--- src/rtl/multiplier_arbiter_if.sv ---
// multiplier_arbiter_if
// Bundles every signal between multiplier_arbiter, its requesters and the
// shared sequential multiplier. clk and rst stay plain ports of the arbiter.
//
// Signals:
//   req_vld/req_rdy   per-requester operand handshake
//   req_a/req_b       packed operands, requester k uses bits [8k+7:8k]
//   rsp_vld/rsp_rdy   per-requester result handshake
//   rsp_res           16-bit product shared by all requesters
//   busy, owner       arbiter status
//   mul_in_a/b/vld    load port of the multiplier
//   mul_res/_rdy      product and done/idle flag from the multiplier
//
// Modports:
//   master  requester and multiplier side (drives requests and multiplier results)
//   slave   the arbiter itself
interface multiplier_arbiter_if #(
    parameter int NUM_REQ = 4,
    parameter int ID_W    = $clog2(NUM_REQ)
);
    logic [NUM_REQ-1:0]   req_vld;
    logic [NUM_REQ-1:0]   req_rdy;
    logic [NUM_REQ*8-1:0] req_a;
    logic [NUM_REQ*8-1:0] req_b;
    logic [NUM_REQ-1:0]   rsp_vld;
    logic [NUM_REQ-1:0]   rsp_rdy;
    logic [15:0]          rsp_res;
    logic                 busy;
    logic [ID_W-1:0]      owner;
    logic [7:0]           mul_in_a;
    logic [7:0]           mul_in_b;
    logic                 mul_in_vld;
    logic [15:0]          mul_res;
    logic                 mul_res_rdy;

    modport master (
        output req_vld, req_a, req_b, rsp_rdy, mul_res, mul_res_rdy,
        input  req_rdy, rsp_vld, rsp_res, busy, owner,
               mul_in_a, mul_in_b, mul_in_vld
    );

    modport slave (
        input  req_vld, req_a, req_b, rsp_rdy, mul_res, mul_res_rdy,
        output req_rdy, rsp_vld, rsp_res, busy, owner,
               mul_in_a, mul_in_b, mul_in_vld
    );
endinterface

--- src/rtl/multiplier_arbiter.sv ---
// multiplier_arbiter
// Round-robin controller sharing one 8x8 sequential shift-add multiplier
// among NUM_REQ requesters. Operands arrive on per-requester valid/ready
// handshakes, the multiplier is driven with a one-cycle load strobe, and the
// 16-bit product is returned on the owning requester's response handshake.
//
// Ports:
//   clk   rising-edge clock
//   rst   asynchronous active-low reset
//   bus   multiplier_arbiter_if.slave carrying the request, response,
//         status and multiplier signals
//
// Optional feature macro: MULTIPLIER_ARBITER_ZERO_BYPASS_EN
//   When defined, a request with a zero operand skips the multiplier and is
//   answered with 0 in the cycle after the grant. When undefined, every
//   request goes through the multiplier.
module multiplier_arbiter #(
    parameter int NUM_REQ = 4,
    parameter int ID_W    = $clog2(NUM_REQ)
) (
    input  logic                clk,
    input  logic                rst,
    multiplier_arbiter_if.slave bus
);

    typedef enum logic [1:0] {
        IDLE  = 2'd0,
        ISSUE = 2'd1,
        WAIT  = 2'd2,
        RESP  = 2'd3
    } state_e;

    state_e          state_q;
    state_e          state_d;
    logic [ID_W-1:0] owner_q;
    logic [ID_W-1:0] owner_d;
    logic [7:0]      opA_q;
    logic [7:0]      opA_d;
    logic [7:0]      opB_q;
    logic [7:0]      opB_d;
    logic [15:0]     res_q;
    logic [15:0]     res_d;

    logic            grantValid;
    logic [ID_W-1:0] grantIdx;
    logic [ID_W-1:0] candIdx;
    logic [7:0]      selA;
    logic [7:0]      selB;
    logic            accept;
`ifdef MULTIPLIER_ARBITER_ZERO_BYPASS_EN
    logic            zeroOp;
`endif

    // Round-robin search starting one past the last owner and wrapping, so the
    // most recently served requester always has the lowest priority.
    always_comb begin
        grantValid = 1'b0;
        grantIdx   = owner_q;
        candIdx    = owner_q;
        for (int i = 1; i <= NUM_REQ; i++) begin
            candIdx = ID_W'((int'(owner_q) + i) % NUM_REQ);
            if (!grantValid && bus.req_vld[candIdx]) begin
                grantValid = 1'b1;
                grantIdx   = candIdx;
            end
        end
    end

    // A grant needs an idle multiplier, because one left running by a reset
    // would otherwise be reloaded mid-operation. rst gates the handshake so
    // req_rdy stays low while reset is held.
    always_comb begin
        accept = rst && (state_q == IDLE) && grantValid && bus.mul_res_rdy;
        selA   = bus.req_a[int'(grantIdx)*8 +: 8];
        selB   = bus.req_b[int'(grantIdx)*8 +: 8];
`ifdef MULTIPLIER_ARBITER_ZERO_BYPASS_EN
        zeroOp = (selA == 8'h00) || (selB == 8'h00);
`endif
    end

    // State register.
    always_ff @(posedge clk or negedge rst) begin
        if (!rst) begin
            state_q <= IDLE;
        end else begin
            state_q <= state_d;
        end
    end

    // Next-state logic. WAIT never sees mul_res_rdy high in its first cycle
    // because the multiplier drops its done flag when loaded in ISSUE.
    always_comb begin
        state_d = state_q;
        case (state_q)
            IDLE: begin
                if (accept) begin
`ifdef MULTIPLIER_ARBITER_ZERO_BYPASS_EN
                    state_d = zeroOp ? RESP : ISSUE;
`else
                    state_d = ISSUE;
`endif
                end
            end
            ISSUE: begin
                state_d = WAIT;
            end
            WAIT: begin
                if (bus.mul_res_rdy) begin
                    state_d = RESP;
                end
            end
            RESP: begin
                if (bus.rsp_rdy[owner_q]) begin
                    state_d = IDLE;
                end
            end
            default: begin
                state_d = IDLE;
            end
        endcase
    end

    // Datapath next values: operands and owner are captured on the grant, the
    // product when the multiplier reports done. Outside those two events the
    // result register holds, which keeps rsp_res stable throughout RESP.
    always_comb begin
        owner_d = owner_q;
        opA_d   = opA_q;
        opB_d   = opB_q;
        res_d   = res_q;
        if (accept) begin
            owner_d = grantIdx;
            opA_d   = selA;
            opB_d   = selB;
`ifdef MULTIPLIER_ARBITER_ZERO_BYPASS_EN
            if (zeroOp) begin
                res_d = 16'h0000;
            end
`endif
        end
        if ((state_q == WAIT) && bus.mul_res_rdy) begin
            res_d = bus.mul_res;
        end
    end

    // Datapath registers. owner resets to the last index so requester 0 is
    // first in line after reset.
    always_ff @(posedge clk or negedge rst) begin
        if (!rst) begin
            owner_q <= ID_W'(NUM_REQ - 1);
            opA_q   <= 8'h00;
            opB_q   <= 8'h00;
            res_q   <= 16'h0000;
        end else begin
            owner_q <= owner_d;
            opA_q   <= opA_d;
            opB_q   <= opB_d;
            res_q   <= res_d;
        end
    end

    // Outputs: handshake strobes are one-hot on the granted or owning index.
    always_comb begin
        bus.req_rdy = '0;
        bus.rsp_vld = '0;
        if (accept) begin
            bus.req_rdy[grantIdx] = 1'b1;
        end
        if (state_q == RESP) begin
            bus.rsp_vld[owner_q] = 1'b1;
        end
        bus.rsp_res    = res_q;
        bus.busy       = (state_q != IDLE);
        bus.owner      = owner_q;
        bus.mul_in_a   = opA_q;
        bus.mul_in_b   = opB_q;
        bus.mul_in_vld = (state_q == ISSUE);
    end

endmodule

--- src/flat_wrapper.sv ---
// flat-port wrapper written by rule: the top's interface ports become plain ports
module multiplier_arbiter_flat 
#(
    parameter int NUM_REQ = 4,
    parameter int ID_W    = $clog2(NUM_REQ)
)
  (clk, rst, bus_req_vld, bus_req_a, bus_req_b, bus_rsp_rdy, bus_mul_res, bus_mul_res_rdy, bus_req_rdy, bus_rsp_vld, bus_rsp_res, bus_busy, bus_owner, bus_mul_in_a, bus_mul_in_b, bus_mul_in_vld);
  multiplier_arbiter_if #(.NUM_REQ(NUM_REQ), .ID_W(ID_W)) bus_i ();
  input  logic clk;
  input  logic rst;
  input wire logic [$bits(bus_i.req_vld)-1:0] bus_req_vld;
  input wire logic [$bits(bus_i.req_a)-1:0] bus_req_a;
  input wire logic [$bits(bus_i.req_b)-1:0] bus_req_b;
  input wire logic [$bits(bus_i.rsp_rdy)-1:0] bus_rsp_rdy;
  input wire logic [$bits(bus_i.mul_res)-1:0] bus_mul_res;
  input wire logic [$bits(bus_i.mul_res_rdy)-1:0] bus_mul_res_rdy;
  output wire logic [$bits(bus_i.req_rdy)-1:0] bus_req_rdy;
  output wire logic [$bits(bus_i.rsp_vld)-1:0] bus_rsp_vld;
  output wire logic [$bits(bus_i.rsp_res)-1:0] bus_rsp_res;
  output wire logic [$bits(bus_i.busy)-1:0] bus_busy;
  output wire logic [$bits(bus_i.owner)-1:0] bus_owner;
  output wire logic [$bits(bus_i.mul_in_a)-1:0] bus_mul_in_a;
  output wire logic [$bits(bus_i.mul_in_b)-1:0] bus_mul_in_b;
  output wire logic [$bits(bus_i.mul_in_vld)-1:0] bus_mul_in_vld;
  assign bus_i.req_vld = bus_req_vld;
  assign bus_i.req_a = bus_req_a;
  assign bus_i.req_b = bus_req_b;
  assign bus_i.rsp_rdy = bus_rsp_rdy;
  assign bus_i.mul_res = bus_mul_res;
  assign bus_i.mul_res_rdy = bus_mul_res_rdy;
  assign bus_req_rdy = bus_i.req_rdy;
  assign bus_rsp_vld = bus_i.rsp_vld;
  assign bus_rsp_res = bus_i.rsp_res;
  assign bus_busy = bus_i.busy;
  assign bus_owner = bus_i.owner;
  assign bus_mul_in_a = bus_i.mul_in_a;
  assign bus_mul_in_b = bus_i.mul_in_b;
  assign bus_mul_in_vld = bus_i.mul_in_vld;
  multiplier_arbiter #(.NUM_REQ(NUM_REQ), .ID_W(ID_W)) u_core (.clk(clk), .rst(rst), .bus(bus_i));
endmodule
--- config.mk ---
export PLATFORM = sky130hd
export DESIGN_NAME = multiplier_arbiter_flat
export DESIGN_NICKNAME = d
export VERILOG_FILES = /design/src/rtl/multiplier_arbiter_if.sv /design/src/rtl/multiplier_arbiter.sv /design/src/flat_wrapper.sv
export SDC_FILE = /design/constraint.sdc
export NUM_CORES = 1
export LEC_CHECK = 0
export ABC_AREA = 1
export ABC_CLOCK_PERIOD_IN_PS = 2980
export BUFFER_PORTS_ARGS = -buffer_cell sky130_fd_sc_hd__buf_2
export CAP_MARGIN = 20
export CORE_UTILIZATION = 41
export DETAILED_ROUTE_END_ITERATION = 8
export PLACE_DENSITY = 0.84
export SYNTH_ARGS = -nofsm -noshare
export SYNTH_HDL_FRONTEND = slang
export SYNTH_SLANG_ARGS = --single-unit
--- constraint.sdc ---
create_clock -name clk -period 2.98 [get_ports clk]
set_clock_uncertainty 0.2 [all_clocks]
set_input_delay 0.745 -clock clk [delete_from_list [all_inputs] [get_ports clk]]
set_output_delay 0.745 -clock clk [all_outputs]
set_load 0.05 [all_outputs]
==> flow_metrics.py, run 1 <==
metrics = {
    "routing": {
        "ant_nets": 0,
        "wirelength_um": 7800,
        "drc": 0,
        "post_drt_via_cell_ratio": 4.98,
        "routedWlPerCell_um": 13.6,
        "drt-initial-drc-count": 62,
        "first_pass_iters": 4,
        "vias": 2847,
    },
    "global_routing": {
        "antenna_found_initial": 0,
        "grt_pass1_vias": 2610,
        "grt_usage_pct": 23.5,
        "grt_overflow": 0,
        "grt_max_degree": 37,
        "grt_pass1_wl_um": 11900,
    },
    "cells_and_area": {
        "areaGrowthSynthToFinish_pct": 51.8,
        "nFillCells": 488,
        "drive_above_1_share_pct": 52.3,
        "nNetsFinal": 596,
        "diodes": 0,
    },
    "critical_path": {
        "reg2reg_from": "u_core.bus.owner[0]",
        "setup.worst_path.start": "u_core.bus.owner[0]",
        "required_ns": 2.04,
        "path_class": "reg2out",
        "cp_slowest_cell": "dfstp_4",
        "crit_arrival_ns": 2.26,
        "r2r-end": "u_core.bus.mul_in_a[5]",
        "end_kind": "primary output",
        "cp_slowest_stage_delay_ns": 0.65,
        "crit_path_end": "bus_req_rdy[1]",
        "startpoint_type": "flop",
        "rrSetupSlack_ns": 0.07,
        "cp_cell_sequence": "inv_8 > ha_4 > inv_4 > nand3_4 > nand2_4 > inv_6 > nand4_1 > nand2_4 > inv_4 > nor3_4 > buf_6",
        "rr_worst_depth": 16,
        "cp_max_fo": 5,
    },
    "floorplan": {
        "io_pins": 135,
        "dieHeight_um": 81.3,
        "dieArea_mm2": 0.00660,
        "fp.dieW_um": 81.3,
        "fp-row-count": 28,
        "core_area_mm2": 0.00599,
        "start_util_pct": 43.0,
    },
    "yosys": {
        "synthCells": 329,
        "synth_cell_types": 26,
        "ys_ff_latch": 36,
        "yosys_warnings": 0,
        "synth_area_mm2": 0.00258,
        "ys_seq_area_share_pct": 35.1,
        "postSynthNetCount": 429,
        "postSynthAreaPerCell_um2": 7.83,
    },
    "clocking": {
        "clkSinkCount": 36,
        "path_clk_slew_ns": 0.08,
        "cts_max_level": 2,
        "clkLatencyLatePin_ns": 0.29,
        "clockRootBuffer": "clkbuf_8",
        "cts_tree": "done",
        "cts_buffers": 5,
        "clock_path_buffers": 2,
    },
    "run": {
        "max-cap-violations": 0,
    },
    "sta": {
        "setup_viol": 4,
        "finalHoldViolCount": 0,
        "tightest_slew_ns": 0.624,
        "period_needed_ns": 3.21,
        "maxSlewViolCount": 0,
        "timing.final.ws_setup_ns": -0.230,
        "fmax_mhz": 312,
        "timing.slew.headroom_pct": 58.3,
        "fin_crit_sh_pct": 108,
        "rsz0062_at_grt": "yes",
    },
    "outcome": {
        "status": "finished, violations left",
        "violations": "negative setup slack",
    },
    "place": {
        "dpl.hpwl_um": 5460,
        "port_buffers": 134,
        "dp_slack_ns": -0.0473,
        "gp_congestion": 0.954,
    },
    "min_path": {
        "hp-class": "reg2reg",
    },
}
==> cell usage after synthesis (all sizes together) <==
cell | count | area, um^2
a21oi | 2 | 21.3
buf | 11 | 106
clkbuf | 1 | 3.75
dfrtp | 34 | 851
dfstp | 2 | 52.6
ha | 9 | 113
inv | 20 | 85.1
mux2 | 16 | 180
nand2 | 154 | 668
nand3 | 60 | 370
nand4 | 5 | 31.3
nor2 | 8 | 46.3
nor3 | 1 | 10.0
o21a | 1 | 7.51
o21ai | 3 | 15.0
o221ai | 1 | 8.76
or2 | 1 | 6.26
==> how the worst min path moves through the flow <==
stage / from / end / cells after the start
after floorplan: rst / u_core.bus.mul_in_a[0] / 0
after global placement: u_core.bus.mul_in_b[2] / u_core.bus.mul_in_b[2] / 2
after detailed placement: u_core.bus.mul_in_b[0] / u_core.bus.mul_in_b[0] / 2
after CTS: u_core.bus.mul_in_b[0] / u_core.bus.mul_in_b[0] / 2
after global routing: u_core.bus.mul_in_b[2] / u_core.bus.mul_in_b[2] / 2
final: u_core.bus.mul_in_b[5] / u_core.bus.mul_in_b[5] / 2
==> kinds of logic after synthesis <==
| family | share of synthesized area (%) |
|---|---|
| fa+ha+maj | 4.37 |
| buf+inv | 7.58 |
| compound gates | 2.04 |
| simple gates | 44.0 |
| mux | 6.99 |
| flops | 35.1 |
==> per-layer routing <==
| metal | vias to the layer above | part of all wire, % | track usage (%) |
|---|---|---|---|
| li1 | 1400 | - | - |
| met1 | 1309 | 41 | 27.7 |
| met2 | 125 | 51 | 41.3 |
| met3 | 13 | 6.8 | 5.28 |
| met4 | 0 | 1.4 | 8.39 |
| met5 | - | 0 | 0 |
==> worst max-delay path, delay by kind of cell (launching register included) <==
| family | cells | cell delay [ns] |
|---|---|---|
| AND/OR/NAND/NOR | 5 | 0.61 |
| flip-flops | 1 | 0.65 |
| adder cells (fa/ha/maj) | 1 | 0.31 |
| buffers and inverters | 5 | 0.40 |
==> flip-flops by register name, indices dropped and copies added, names as in the netlist <==
register and flops:
u_core.state_q 2, u_core.bus.mul_in_b 8, u_core.bus.rsp_res 16, u_core.bus.mul_in_a 8, u_core.bus.owner 2
==> through the flow <==
stage	setup TNS, ns	cell area [um^2]	utilization (%)	hold slack (ns)	cells
after floorplan	-1.14	2650	-	0.249	329
after global placement	0	3430	57.3	0.277	544
after detailed placement	-0.132	3430	57.3	0.281	544
after CTS	-1.07	3810	63.6	0.300	566
after global routing	-1.24	3910	65.3	0.319	572
final	-0.889	3910	65.3	0.297	572
==> area by class of cell <==
cell class	instances	area, um^2	share of cell area (%)
clock buffers	5	68.8	1.76
clock inverters	3	90.1	2.30
inverters	20	97.6	2.50
multi-input cells	261	1620	41.3
flip-flops and latches	36	911	23.3
well taps	75	93.8	2.40
repair buffers	172	1030	26.5
==> placed cells by master, fill, tap and decap left out, drive strengths merged <==
cell type	Yosys	final
a21oi	2	2
nor2	8	8
o21a	1	1
o21ai	3	3
o221ai	1	1
or2	1	1
nor3	1	1
dfstp	2	2
ha	9	9
nand4	5	5
dfrtp	34	34
bufinv	0	3
nand3	60	60
buf	11	171
mux2	16	16
clkbuf	1	6
inv	20	20
nand2	154	154
==> timing repair <==
| action | 4_1_cts | 5_1_grt |
|---|---|---|
| hold buffers | 0 | 0 |
| pin swaps | 17 | 10 |
| cloned | 0 | 1 |
| setup endpoints to repair | 4 | 20 |
| hold endpoints to repair | 0 | 0 |
| resized for setup | 25 | 8 |
| buffers inserted | 14 | 7 |
Power of run 1 is not shown: default switching activity piles up to over one toggle a cycle in this logic, so the estimate is an artifact.
==> run 2: changes to the inputs <==
ABC_AREA = default   (was 1)
CORE_UTILIZATION = 44   (was 41)
PLACE_DENSITY = 0.85   (was 0.84)
SLEW_MARGIN = 10   (was default)
==> run 2 against run 1 <==
The run still ends with negative setup slack left. Non-clock buffer count rose by 6. Sequential cell count unchanged. Largest cell class unchanged. Critical path type unchanged. Sequential share of layout area down 2.7 points. Final area increased by 13%. Routed wire length rose by 24%. Register-to-register slack worse by 0.19 ns. Via count increased by 23%. Core utilization shrank 0.43 points. Global-route usage increased by 3.2 points. Final cell count increased by 15%. Highest routed layer unchanged. First-iteration DRC count rose to 3.6 times the previous value. Critical path depth fell by 3.
==> flow_metrics.py, run 2 <==
metrics = {
    "outcome": {
        "status": "finished, violations left",
        "violations": "negative setup slack",
    },
    "routing": {
        "routedWlPerCell_um": 14.7,
        "ant_nets": 0,
        "vias": 3513,
        "drt-initial-drc-count": 223,
        "wirelength_um": 9660,
        "first_pass_iters": 5,
        "drc": 0,
        "post_drt_via_cell_ratio": 5.36,
    },
    "critical_path": {
        "required_ns": 2.04,
        "end_kind": "primary output",
        "cp_slowest_stage_delay_ns": 0.66,
        "cp_slowest_cell": "dfstp_4",
        "cp_max_fo": 5,
        "crit_arrival_ns": 2.60,
        "startpoint_type": "flop",
        "cp_cell_sequence": "inv_4 > ha_4 > mux4_2 > inv_2 > o2111ai_2 > a31o_4 > nor3_4 > buf_6",
        "path_class": "reg2out",
    },
    "place": {
        "placed_cell_area_mm2": 0.00403,
        "gp_congestion": 0.861,
        "dpl.hpwl_um": 6530,
        "port_buffers": 134,
        "dpl.cell_count": 636,
    },
    "floorplan": {
        "dieHeight_um": 85.7,
        "fp.dieW_um": 85.7,
        "dieArea_mm2": 0.00735,
        "start_util_pct": 45.4,
        "core_area_mm2": 0.00679,
        "io_pins": 135,
        "fp-row-count": 30,
    },
    "clocking": {
        "clock_path_buffers": 2,
        "clkLatencyLatePin_ns": 0.29,
        "clkSinkCount": 36,
        "cts_tree": "done",
        "cts_buffers": 5,
        "path_clk_slew_ns": 0.08,
        "hold_buffers": 0,
        "clockRootBuffer": "clkbuf_8",
        "cts_max_level": 2,
    },
    "yosys": {
        "yosysMostFrequentCell": "nand2_1",
        "synth_top_area_share_pct": 27.6,
        "synth_cell_types": 43,
        "yosys_warnings": 0,
        "yosys-top-cells-area": "dfrtp_1 (28%), nand2_1 (18%), a21oi_1 (11%), mux2_2 (5.8%), nor3_1 (4.7%)",
        "synth_area_leader_cell": "dfrtp_1",
        "ys_ff_latch": 36,
        "synth_edf_count": 0,
        "postSynthAreaPerCell_um2": 7.65,
        "synth_area_mm2": 0.00308,
        "dominantRegCellSynth": "dfrtp_1",
        "synthCells": 403,
        "synth_common_cells": "nand2_1 (147), a21oi_1 (65), dfrtp_1 (34)",
        "async_flop_share_pct": 100,
        "postSynthNetCount": 503,
        "ys_seq_area_share_pct": 29.3,
    },
    "cells_and_area": {
        "final_cell_area_mm2": 0.00441,
        "layout_common_cells": "nand2_1 (146), buf_2 (131), a21oi_1 (64), buf_4 (35), dfrtp_1 (34)",
        "multi_input_area_mm2": 0.00214,
        "layout.cells.non_filler": 655,
        "layout.cells.most_common": "nand2_1",
        "nNetsFinal": 658,
        "seq_area_um2": 907,
        "largest_reg_flops": 16,
        "diodes": 0,
        "final_util_pct": 64.9,
        "areaGrowthSynthToFinish_pct": 42.9,
        "nFillCells": 553,
        "drive_above_1_share_pct": 45.8,
    },
    "sta": {
        "finalHoldViolCount": 0,
        "hold_slack_ns": 0.289,
        "maxSlewViolCount": 0,
        "tightest_slew_ns": 0.701,
        "rsz0062_at_grt": "yes",
        "timing.setup.tns_ns": -2.88,
        "timing.slew.headroom_pct": 53.2,
        "timing.final.ws_setup_ns": -0.567,
        "fmax_mhz": 282,
        "setup_viol": 18,
        "period_needed_ns": 3.55,
        "fin_crit_sh_pct": 119,
    },
    "run": {
        "max-cap-violations": 0,
    },
    "global_routing": {
        "grt_overflow": 0,
        "met1_usage_pct": 33.6,
        "grt_use_met3_pct": 4.14,
        "grt_pass1_wl_um": 15600,
        "grt_max_degree": 68,
        "grt_usage_pct": 26.7,
        "busiest_layer": "met2",
        "antenna_found_initial": 0,
        "use_met2_pct": 47.5,
        "grt_pass1_vias": 3244,
    },
    "power_and_ir_drop": {
        "p_seq_share_pct": 13.9,
        "combPwrFrac_pct": 79.1,
        "p_leak_nw": 2.16,
        "switchingPower_w": 0.00349,
        "clock_power_share_pct": 7.0,
        "irDropWorstVdd_mv": 0.465,
        "power_density_mw_per_mm2": 1440,
        "switching_share_pct": 55.1,
        "internal-power_w": 0.00285,
    },
    "min_path": {
        "hp-class": "reg2reg",
    },
}
## run 2: cell count changes in the layout (fill, tap and decap cells not counted), sizes merged, moves of 3 or more
cell / change
nand2: -7
nand4: -5
nor3: +35
buf: +7
a21oi: +64
nor2: -4
mux4: +5
nand3: -60
inv: -10
xnor2: +3
o31ai: +16
and2: +4
## run 2: cell families after synthesis
group	count (synthesis)	share of synthesized area, %
mux	24	10.6
fa+ha+maj	9	3.65
xor+xnor	3	0.852
simple gates	198	28.3
flops	36	29.3
compound gates	93	20.0
buf+inv	40	7.22
## run 2: worst max-delay path, delay by kind of cell (launching register included)
family	cells	cell delay, ns
adder cells (fa/ha/maj)	1	0.27
multiplexers	1	0.42
flip-flops	1	0.66
buffers and inverters	3	0.32
AO/OA/AOI/OAI	2	0.44
AND/OR/NAND/NOR	1	0.19
## run 2: power groups by stage
stage / Clock, W / Sequential [W] / Combinational (W)
detailed placement: 0 / 0.000885 / 0.00447
floorplan: 0 / 0.00165 / 0.00267
CTS: 0.000446 / 0.000874 / 0.00488
global route: 0.000473 / 0.000906 / 0.00538
finish: 0.000444 / 0.000882 / 0.00502
global placement: 0 / 0.000864 / 0.00436
## run 2: worst paths after layout
path	startpoint	endpoint	slack, ns	depth (start not counted)
worst max register to register	u_core.bus.owner[0]	u_core.bus.mul_in_b[6]	-0.12	11
worst max-delay path	u_core.bus.owner[0]	bus_req_rdy[3]	-0.57	8
worst min-delay path	u_core.bus.mul_in_a[5]	u_core.bus.mul_in_a[5]	0.29	2
worst min register to register	u_core.bus.mul_in_a[5]	u_core.bus.mul_in_a[5]	0.29	2
max in group asynchronous	rst	u_core.bus.owner[1]	1.91	2
min in group asynchronous	rst	u_core.state_q[1]	0.30	2
## run 2: timing repair
action                     4_1_cts  5_1_grt
pin swaps                        7       10
buffers inserted                11        1
setup endpoints to repair        8       22
gates cloned                     1        0
gates resized for setup         29       13
## run 2: per-stage QoR
step,setup WS [ns],total power (W)
floorplan,-1.06,0.00431
global placement,-0.414,0.00522
detailed placement,-0.446,0.00536
CTS,-0.558,0.00620
global route,-0.659,0.00676
finish,-0.567,0.00635
## run 2: final cells by class
cell class                      count  share of cell area, %
Multi-Input combinational cell    327                   48.7
Timing Repair Buffer              178                   24.6
Sequential cell                    36                   20.6
Tap cell                           96                   2.73
Clock buffer                        5                   1.56
Clock inverter                      3                  0.965
Inverter                           10                  0.909
## run 2: per-layer routing
| layer | routed length [um] | up-vias |
|---|---|---|
| met3 | 711 | 22 |
| met5 | 0 | - |
| met2 | 4890 | 175 |
| li1 | - | 1686 |
| met4 | 189 | 0 |
| met1 | 3870 | 1630 |
(Power assumes the default switching activity.)
==> run 3: changes to the inputs <==
CORE_MARGIN = 1.5   (was default)
==> run 3 against run 2 <==
The flow still finishes with violations (negative setup slack). Routed wire length fell by 3.6%. Critical endpoint is now bus_req_rdy[0]. Sequential share of layout area rose by 0.51 points. Largest cell class unchanged. Non-clock buffer count fell by 4. Via count fell by 3.9%. Sequential power fell by 0.8%. Largest power group unchanged. Worst hold slack got worse by 0.0061 ns. Highest routed layer unchanged. Sequential cell count did not move. Clock-buffer cell count rose by 1. Final area fell by 2.4%.
==> flow_metrics.py, run 3 (synthesis gave the netlist of run 2 again) <==
metrics = {
    "outcome": {
        "status": "finished, violations left",
        "violations": "negative setup slack",
    },
    "sta": {
        "period_needed_ns": 3.61,
        "fmax_mhz": 277,
        "fin_crit_sh_pct": 121,
        "timing.final.ws_setup_ns": -0.628,
        "setup_viol": 20,
        "tightest_slew_ns": 0.668,
        "rsz0062_at_grt": "yes",
        "maxSlewViolCount": 0,
        "timing.slew.headroom_pct": 55.5,
        "finalHoldViolCount": 0,
    },
    "critical_path": {
        "required_ns": 2.04,
        "cp_max_fo": 6,
        "path_class": "reg2out",
        "cp_common_cell": "buf_6",
        "path_delay_family": "flip-flops",
        "cp_slowest_stage_delay_ns": 0.66,
        "crit_buf_inv": 3,
        "reg2reg_from": "u_core.bus.owner[0]",
        "rr_worst_depth": 12,
        "rrSetupSlack_ns": -0.17,
        "r2r-end": "u_core.bus.mul_in_b[6]",
        "crit_arrival_ns": 2.66,
        "cp_cell_sequence": "buf_6 > mux4_2 > nor2b_2 > o21ai_2 > buf_4 > a31oi_4 > nor3_4 > buf_6",
        "cp_slowest_cell": "dfstp_4",
        "startpoint_type": "flop",
        "end_kind": "primary output",
    },
    "cells_and_area": {
        "nFillCells": 556,
        "nNetsFinal": 654,
        "layout.cells.most_common": "nand2_1",
        "final_util_pct": 63.3,
        "layout.cells.non_filler": 651,
        "drive_above_1_share_pct": 42.9,
        "layout_common_cells": "nand2_1 (147), buf_2 (130), a21oi_1 (65), dfrtp_1 (34), buf_4 (32)",
        "diodes": 0,
        "areaGrowthSynthToFinish_pct": 39.4,
        "largest_reg_flops": 16,
    },
    "min_path": {
        "whs_path_depth": 2,
        "holdPathEnd": "u_core.bus.mul_in_a[5]",
        "hp-class": "reg2reg",
        "min_from": "u_core.bus.mul_in_a[5]",
    },
    "place": {
        "dpl.hpwl_um": 6570,
        "gp_congestion": 0.871,
        "port_buffers": 134,
        "dpl.cell_count": 638,
    },
    "floorplan": {
        "dieArea_mm2": 0.00752,
        "io_pins": 135,
        "fp.dieW_um": 86.7,
        "fp-row-count": 30,
        "start_util_pct": 45.4,
        "core_area_mm2": 0.00679,
        "dieHeight_um": 86.7,
    },
    "clocking": {
        "clkSinkCount": 36,
        "cts_tree": "done",
        "path_clk_slew_ns": 0.07,
        "clock_path_buffers": 2,
        "cts_buffers": 5,
        "clockRootBuffer": "clkbuf_8",
        "cts_max_level": 2,
        "hold_buffers": 0,
        "clkLatencyLatePin_ns": 0.29,
    },
    "routing": {
        "post_drt_via_cell_ratio": 5.19,
        "routedWlPerCell_um": 14.3,
        "first_pass_iters": 4,
        "ant_nets": 0,
        "drc": 0,
        "vias": 3377,
        "wirelength_um": 9310,
        "drt-initial-drc-count": 201,
    },
    "power_and_ir_drop": {
        "p_seq_share_pct": 14.2,
        "clock_power_share_pct": 6.1,
        "p_leak_nw": 2.12,
        "switchingPower_w": 0.00342,
        "internal-power_w": 0.00275,
        "power_w": 0.00617,
        "combPwrFrac_pct": 79.7,
        "power_density_mw_per_mm2": 1430,
        "irDropWorstVdd_mv": 0.432,
        "switching_share_pct": 55.5,
    },
    "global_routing": {
        "grt_overflow": 0,
        "antenna_found_initial": 0,
        "grt_max_degree": 68,
        "grt_usage_pct": 23.7,
        "grt_pass1_vias": 3098,
        "grt_pass1_wl_um": 14100,
    },
    "run": {
        "max-cap-violations": 0,
    },
}
## run 3: timing repair
action / CTS / global route
setup buffers: 3 / 5
cloned: 0 / 0
endpoints found under the setup margin: 15 / 23
endpoints found under the hold margin: 0 / 0
gates resized for setup: 19 / 8
pin swaps: 3 / 14
## run 3: cell type report
cell class,count,area [um^2],area share [%]
clock inverters,2,13.8,0.320
multi-input cells,327,2090,48.5
repair buffers,174,1050,24.4
inverters,10,42.5,0.989
clock buffers,6,82.6,1.92
well taps,96,120,2.79
flip-flops and latches,36,907,21.1
## run 3: routing by layer
| layer | track usage (%) | vias up | wire, um |
|---|---|---|---|
| met2 | 42.7 | 131 | 4800 |
| met1 | 29.0 | 1556 | 3760 |
| met3 | 4.48 | 14 | 601 |
| met5 | 0 | - | 0 |
| li1 | - | 1676 | - |
| met4 | 6.30 | 0 | 155 |
## run 3: worst max path at each step
stage / from / end / slack (ns) / cells after the start
CTS: u_core.bus.owner[0] / bus_req_rdy[1] / -0.56 / 8
global placement: bus_req_vld[1] / bus_req_rdy[3] / -0.41 / 7
global route: u_core.bus.owner[0] / bus_req_rdy[0] / -0.72 / 8
finish: u_core.bus.owner[0] / bus_req_rdy[0] / -0.63 / 8
detailed placement: bus_req_vld[1] / bus_req_rdy[2] / -0.45 / 7
floorplan: u_core.bus.owner[0] / bus_req_rdy[2] / -1.06 / 12
## run 3: power groups by stage
stage | Combinational [W] | Clock, W | Sequential, W
finish | 0.00491 | 0.000379 | 0.000875
global route | 0.00531 | 0.000410 | 0.000903
CTS | 0.00466 | 0.000388 | 0.000876
detailed placement | 0.00450 | 0 | 0.000888
global placement | 0.00439 | 0 | 0.000866
floorplan | 0.00267 | 0 | 0.00165
## run 3: through the flow
step           setup TNS [ns]  instance area, um^2  setup WS, ns  hold slack, ns
6_report                -3.11                 4300        -0.628           0.283
4_1_cts                 -2.43                 4230        -0.560           0.283
3_5_place_dp            -3.17                 4040        -0.446           0.267
2_1_floorplan           -6.71                 3180         -1.06           0.249
5_1_grt                 -5.48                 4300        -0.720           0.307
3_3_place_gp            -1.89                 4040        -0.407           0.256
## run 3: worst reg2reg max path, delay by kind of cell (launching register included)
kind	cells	cell delay (ns)
muxes	1	0.42
adders and majority gates	1	0.28
AOI/OAI and AO/OA	3	0.56
buffers and inverters	5	0.68
and+or+nand+nor	2	0.29
DFF	1	0.66
